===== src/rtl/irq_pkg.sv =====
// Shared constants and types for the interrupt pending latch.
// The latch feeds the 8-to-3 priority encoder, so the default width
// matches the encoder input and the index width matches its output.
package irq_pkg;

    localparam int IRQ_N           = 8;
    localparam int IRQ_IDX_W       = 3;
    localparam int SYNC_STAGES_DEF = 2;

    typedef logic [IRQ_N-1:0]     irq_vec_t;
    typedef logic [IRQ_IDX_W-1:0] irq_idx_t;

    // Expand an acknowledge index into a one-hot vector; out-of-range
    // indices produce an all-zero vector.
    function automatic irq_vec_t idx_to_onehot(input irq_idx_t idx);
        irq_vec_t v;
        v = {IRQ_N{1'b0}};
        for (int i = 0; i < IRQ_N; i++) begin
            if (idx == IRQ_IDX_W'(i)) begin
                v[i] = 1'b1;
            end else begin
                v[i] = 1'b0;
            end
        end
        return v;
    endfunction

endpackage


===== src/rtl/sync_edge_det.sv =====
// One-bit synchroniser plus rising-edge detector.
// The asynchronous input passes through SYNC_STAGES flops (2..3); a history
// flop holds the previous synchronised value, so a held-high input produces
// exactly one edge. The edge output is combinational from flops only.
module sync_edge_det #(
    parameter int SYNC_STAGES = 2
) (
    input  logic clk,
    input  logic rst_n,
    input  logic d_async,
    output logic edge_out
);

    logic [SYNC_STAGES-1:0] r_sync;
    logic                   r_hist;

    // Synchroniser chain and edge history; cleared asynchronously.
    always_ff @(posedge clk or negedge rst_n) begin
        if (!rst_n) begin
            r_sync <= {SYNC_STAGES{1'b0}};
            r_hist <= 1'b0;
        end else begin
            r_sync <= {r_sync[SYNC_STAGES-2:0], d_async};
            r_hist <= r_sync[SYNC_STAGES-1];
        end
    end

    assign edge_out = r_sync[SYNC_STAGES-1] & ~r_hist;

endmodule


===== src/rtl/irq_pending_latch.sv =====
// Interrupt pending latch ahead of the 8-to-3 priority encoder.
// Each request line is synchronised and edge-detected; a detected edge sets
// a sticky pending bit that stays until acknowledged by index. The masked
// pending vector drives the encoder, whose output returns as ack_idx.
// Optional feature macro: IRQ_OVERFLOW_EN (sticky lost-edge flags).
module irq_pending_latch
    import irq_pkg::*;
#(
    parameter int N           = IRQ_N,
    parameter int SYNC_STAGES = SYNC_STAGES_DEF,
    parameter int IDX_W       = IRQ_IDX_W
) (
    input  logic             clk,
    input  logic             rst_n,
    input  logic [N-1:0]     req_in,
    input  logic [N-1:0]     mask,
    output logic [N-1:0]     pend_out,
    output logic             pend_valid,
    input  logic             ack,
    input  logic [IDX_W-1:0] ack_idx,
    output logic [N-1:0]     overflow
);

    logic [N-1:0] w_edge;
    logic [N-1:0] w_clr;
    logic [N-1:0] w_pend_nxt;
    logic [N-1:0] r_pend;

    genvar g;
    generate
        for (g = 0; g < N; g++) begin : g_line
            sync_edge_det #(
                .SYNC_STAGES (SYNC_STAGES)
            ) u_sync_edge_det (
                .clk      (clk),
                .rst_n    (rst_n),
                .d_async  (req_in[g]),
                .edge_out (w_edge[g])
            );
        end
    endgenerate

    // Decode the acknowledge: only a visible pending bit in range is cleared;
    // indices at or above N match no line and are ignored.
    always_comb begin
        w_clr = {N{1'b0}};
        for (int i = 0; i < N; i++) begin
            if (ack && (ack_idx == IDX_W'(i))) begin
                w_clr[i] = pend_out[i];
            end else begin
                w_clr[i] = 1'b0;
            end
        end
    end

    // A new edge wins over a same-cycle clear so the fresh request is kept.
    assign w_pend_nxt = (r_pend & ~w_clr) | w_edge;

    // Sticky pending register.
    always_ff @(posedge clk or negedge rst_n) begin
        if (!rst_n) begin
            r_pend <= {N{1'b0}};
        end else begin
            r_pend <= w_pend_nxt;
        end
    end

`ifdef IRQ_OVERFLOW_EN
    logic [N-1:0] r_ovf;

    // An edge landing on an already-pending bit is lost, whether or not the
    // same cycle acknowledges it (a valid clear implies the bit was pending).
    always_ff @(posedge clk or negedge rst_n) begin
        if (!rst_n) begin
            r_ovf <= {N{1'b0}};
        end else begin
            r_ovf <= r_ovf | (w_edge & r_pend);
        end
    end

    assign overflow = r_ovf;
`else
    assign overflow = {N{1'b0}};
`endif

    assign pend_out   = r_pend & mask;
    assign pend_valid = |pend_out;

endmodule


===== config.mk =====
export PLATFORM = sky130hd
export DESIGN_NAME = irq_pending_latch
export DESIGN_NICKNAME = d
export VERILOG_FILES = /design/src/rtl/irq_pkg.sv /design/src/rtl/sync_edge_det.sv /design/src/rtl/irq_pending_latch.sv
export SDC_FILE = /design/constraint.sdc
export NUM_CORES = 1
export LEC_CHECK = 0
export ABC_AREA = 1
export CAP_MARGIN = 5
export CORE_MARGIN = 4
export CORE_UTILIZATION = 44
export CTS_CLUSTER_DIAMETER = 60
export DETAILED_ROUTE_END_ITERATION = 6
export HOLD_SLACK_MARGIN = 0.03
export PLACE_DENSITY = 0.74
export RECOVER_POWER = 50
export SYNTH_ARGS = -nofsm -noshare
export SYNTH_HDL_FRONTEND = slang
export SYNTH_SLANG_ARGS = --single-unit
export TNS_END_PERCENT = 20

===== constraint.sdc =====
create_clock -name clk -period 1.26 [get_ports clk]
set_clock_uncertainty 0.15 [all_clocks]
set_input_delay 0.189 -clock clk [delete_from_list [all_inputs] [get_ports clk]]
set_output_delay 0.189 -clock clk [all_outputs]
set_load 0.05 [all_outputs]

* Word-level counts from Yosys, hierarchy flattened
Cells that the tools add are included.
** Storage, ports and cells
- Flip-flop bits (word level) :: 32
- Bits in latches :: 0
- Memory bits (writable) :: 0
- Memory bits (read-only) :: 0
- Output and inout bits :: 17
- Word-level logic and storage cells :: 62
- Memories kept :: 0
** Cells by class
- Add/sub/neg operators :: 0
- Multiply operators :: 0
- Div/mod/pow operators :: 0
- Order comparisons :: 0
- Equality and inequality tests :: 7
- Shifts and indexed selects :: 0
- Mux-type cells :: 8
- Bitwise logic cells :: 20
- Reduce and logical (&&, ||, !) cells :: 10
** Operators by type and width (number)
- bitwise AND 8 bit :: 2
- equality test 3 bit, second input constant :: 4
- bitwise AND 1 bit :: 8
- logical AND 1 bit :: 8
- 2-to-1 mux 1 bit :: 8
- NOT 1 bit :: 8
- NOT 8 bit :: 1
- OR 8 bit :: 1
- OR reduction 8 bit :: 1
- equality test 3 x 2 -> 1 bit, second input constant :: 2
- equality test 3 x 1 -> 1 bit, second input constant :: 1
- zero test 3 bit :: 1

* Depth between registers and ports, before layout
- Depth after elaboration :: 6
- Depth in mapped cells :: 5
- Mapped depth without buffers :: 5

* Modules after synthesis
From an unflattened synthesis, not the netlist that was laid out.
** Unflattened totals
- Cells, all modules :: 124
- Area, all modules :: 1213.7 um^2
** By module, submodules not included
- sync_edge_det :: times used 8, cells each 5, area an instance 85.1 um^2, seq. area each 75.1 um^2
- irq_pending_latch :: times used 1, cells each 84, area an instance 533.0 um^2, seq. area each 200.2 um^2

* Least setup slack after synthesis
No wires, ideal clock.
- Path kind :: register to output
- Start :: reg r_pend[4]
- End :: out pend_valid
- Arrival :: 0.874 ns
- Required time :: 0.921 ns
- Path slack :: 0.047 ns
- Cell stages (with the launch flop) :: 5
- Path through :: dfrtp_1 nand2_1 nand2_1 nor2_1 nand2_1
** On the way
- Word-level cells in the longest chain between the ends :: 2
** RTL lines
- start, declared :: RTL line irq_pending_latch.sv:27 : logic [N-1:0] r_pend;
- start signal, assigned :: RTL line irq_pending_latch.sv:62 : r_pend <= {N{1'b0}};
- start signal, assigned :: RTL line irq_pending_latch.sv:64 : r_pend <= w_pend_nxt;
- bitwise AND 8 bit :: RTL line irq_pending_latch.sv:86 : assign pend_out = r_pend & mask;
- OR reduction 8 bit :: RTL line irq_pending_latch.sv:87 : assign pend_valid = |pend_out;
- end, declared :: RTL line irq_pending_latch.sv:18 : output logic pend_valid,
Every way passes these cells.

* Worst setup path after layout
- Start :: reg r_pend[7]
- End :: out pend_valid
Same word-level chain as after synthesis.

==> results by stage <==
Status:
- The flow ran to the end, but the final reports show violations.
- The final reports fail on setup timing.

Pwr:
- The ratio of total power to cell area is ~1200 mW/mm^2.
- The leakage component of the power is between 0.0008 and 0.0009 uW.
- Overall power consumption after layout is estimated at 1940 uW.
- The worst voltage drop across the vdd grid is slightly below 0.8 mV.

Clocking:
- Clock tree synthesis selected as its root buffer the cell sky130_fd_sc_hd__clkbuf_4.
- The number of sinks on the clock net is 32.
- The latest clock arrival within the worst-skew pair is about 300 ps.
- The clock edge transition at the registers on the reported setup and hold paths is 80 ps.
- Counting along the longest clock path gives a buffer depth of 2.
- In this run the number of H-tree levels came out at 2.
- After clock tree synthesis, the flow added hold-fix buffers numbering 0.
- The number of clock buffers added by TritonCTS is 5.
- TritonCTS built the clock tree.

Floorplanning:
- The core region is 0.00250 mm^2.
- The horizontal extent of the die is roughly 60 um.
- The cell row count is 18.
- The initial core utilization is between 40% and 50%.
- For this design the top-level I/O count stands at 39.
- The die footprint is between 0.003 and 0.004 mm^2.
- Measured along the y axis, the die boundary spans 59.6 um.

Placement:
- The count of buffers added on input and output ports is 30.
- The detailed placer's ending HPWL is 1.56 mm.
- The congestion estimate from routability-driven global placement came to slightly below 0.9.
- The placement-stage cell area is around 0.0016 mm^2.

Global route:
- The via count of the first global-routing pass came to between 800 and 900.
- The global-route layer with the greatest usage is met2.
- Global routing used around an eighth of the available tracks.
- The wire length of the first global-routing pass is 3.27 mm.
- For this run, global-route usage on met2 was measured as 23.4%.
- Global routing used 12.1% of the available met1 tracks.
- The final global-route overflow total is 0.
- Entering global routing, the biggest net connects 33 pins.
- The initial antenna violation count was 0.
- In the global route stage, met3 resource usage came out at 4.79%.

Logic synthesis:
- The mapped cell area is approximately 0.0012 mm^2.
- After synthesis, flip-flops and latches occupy 68.4% of the total area.
- The Yosys step of the flow raised 0 warnings.
- The synthesized netlist cell count is roughly 120.
- Synthesis instantiated 10 different standard cells from the library.
- After synthesis the netlist holds a flip-flop and latch count of 32.
- The synthesized area per cell is just under 10 um^2.

Timing:
- Measured against its own limit, the worst slew margin works out to 52.3%.
- At the pin with the least slew margin, the transition time is between 700 and 800 ps.
- The max-slew violation count is 0.
- Setup violations remaining at the end of the flow were counted as 9.
- Setup repair after global routing could not meet its margin everywhere.
- The smallest clock period supported by the final layout is computed as ~1500 ps.
- The final critical-path share of the clock period is 122%.
- The maximum achievable frequency is ~0.65 GHz.
- The setup slack of the critical path after layout is -281 ps.
- The final hold violation count was 0.

Worst setup path:
- Of all nets on the critical path, the largest fanout is 2.
- The classification of the worst setup path is flop to output pin.
- The data required time at the worst endpoint is just over 900 ps.
- STA puts the critical path data arrival time at 1200 ps.
- STA classifies the critical path startpoint as a flop.
- STA classifies the critical path endpoint as an output pin.

Final layout:
- The repair_antennas step left the layout with diodes totalling 0.
- The area overhead of the layout relative to synthesis is 40.6%.
- The filler cell count in the final layout is ~180.
- The library cells used most frequently in the layout, excluding fill and tap cells, are sky130_fd_sc_hd__nand2_1 (35), sky130_fd_sc_hd__dfrtp_1 (32), sky130_fd_sc_hd__inv_1 (16), sky130_fd_sc_hd__clkdlybuf4s50_1 (13), sky130_fd_sc_hd__buf_12 (9).
- Leaving out fill and tap cells, the most frequent cell in the layout is sky130_fd_sc_hd__nand2_1.
- The area of all placed cells without fillers is around 0.0016 mm^2.
- The final layout contains between 150 and 200 nets.
- The ratio of cells with drive above 1 in the final layout is about 18%.

Detailed routing:
- The count of routing violations after the opening detailed-route iteration is 13.
- The aggregate routed wire length is around 2.0 mm.
- The via count of the routed design is 810.
- The mean routed wirelength per cell is 10.7 um.
- In the routed design, unresolved DRC markers number 0.
- Dividing the detail-routed via count by the number of cells gives between 4 and 5.
- The count of nets left with antenna violations once routing finished came out at 0.
- The total iterations of the first detailed-routing run is 2.

Job:
- The max-cap check violation count is 0.

Worst hold path:
- The class of the tightest hold or removal check is flop to flop.
-- worst max-delay path: stages, from the launching register on --
cell                      delay, ps
sky130_fd_sc_hd__dfrtp_1        380
sky130_fd_sc_hd__nand2_1         80
sky130_fd_sc_hd__nand2_1         80
sky130_fd_sc_hd__nor2_1         120
sky130_fd_sc_hd__nand2_1         90
sky130_fd_sc_hd__buf_12         160
-- per-layer routing --
| metal | wire length, um | part of all wire, % | vias up |
|---|---|---|---|
| met5 | 0 | 0 | - |
| met3 | 220 | 11 | 6 |
| met4 | 43 | 2.2 | 0 |
| li1 | - | - | 408 |
| met1 | 704 | 35 | 356 |
| met2 | 1020 | 51 | 40 |
-- cell type report --
class | instances | area (um^2) | share of cell area (%)
inverters | 21 | 81.3 | 4.94
clock buffers | 5 | 37.5 | 2.28
multi-input cells | 64 | 267 | 16.2
flip-flops and latches | 32 | 801 | 48.7
repair buffers | 34 | 422 | 25.6
well taps | 30 | 37.5 | 2.28
-- synthesized netlist by cell type --
library cell               n  area [um^2]
sky130_fd_sc_hd__inv_2     1         3.75
sky130_fd_sc_hd__nand2_1  39          146
sky130_fd_sc_hd__o21ai_0   4         20.0
sky130_fd_sc_hd__nor2_1    5         18.8
sky130_fd_sc_hd__inv_1    20         75.1
sky130_fd_sc_hd__nor2_2    1         6.26
sky130_fd_sc_hd__nand3_1   7         35.0
sky130_fd_sc_hd__dfrtp_1  32          801
sky130_fd_sc_hd__conb_1    1         3.75
sky130_fd_sc_hd__buf_4     8         60.1
-- logic make-up after synthesis --
logic type / Yosys count / share of synthesized area [%]
AND/OR/NAND/NOR: 52 / 17.6
other: 1 / 0.321
AO/OA/AOI/OAI: 4 / 1.71
buffers and inverters: 29 / 11.9
flip-flops: 32 / 68.4
-- state kept, by name, indices dropped and copies added, names as in the netlist --
register,count
g_line.u_sync_edge_det.r_sync,16
r_pend,8
g_line.u_sync_edge_det.r_hist,8
-- stage by stage --
| step | setup TNS (ps) | cells | util (%) | hold slack, ps | setup slack (ps) |
|---|---|---|---|---|---|
| finish | -877 | 186 | 65.8 | 190 | -281 |
| global route | -1480 | 186 | 65.8 | 206 | -390 |
| CTS | -926 | 185 | 66.0 | 79.5 | -273 |
| detailed placement | -1900 | 179 | 63.7 | 185 | -209 |
| global placement | -1570 | 179 | 63.7 | 181 | -177 |
| floorplan | 0 | 125 | - | -257 | 46.9 |
-- what timing repair did --
| action | 4_1_cts | 5_1_grt |
|---|---|---|
| resized for setup | 8 | 2 |
| pin swaps | 8 | 4 |
| setup buffers | 1 | 1 |
| endpoints found under the setup margin | 9 | 9 |
-- where the power goes --
group          leakage [uW]  internal, uW  switching [uW]  total, uW
logic              0.000453           165             230        396
clock network     0.0000230           186             256        442
registers          0.000354          1080            22.0       1100
total              0.000830          1430             509       1940
-- worst paths after layout --
path	start	to	slack (ps)	cells past startpoint
max	r_pend[7]	pend_valid	-280	5
min	g_line[3].u_sync_edge_det.r_sync[0]	g_line[3].u_sync_edge_det.r_sync[1]	190	0
min reg2reg	g_line[3].u_sync_edge_det.r_sync[0]	g_line[3].u_sync_edge_det.r_sync[1]	190	0
min in group asynchronous	rst_n	g_line[6].u_sync_edge_det.r_sync[1]	240	2
max reg2reg	r_pend[4]	r_pend[4]	220	6
max in group asynchronous	rst_n	g_line[2].u_sync_edge_det.r_sync[0]	260	2
No activity file was read; power rests on OpenSTA's default activity.
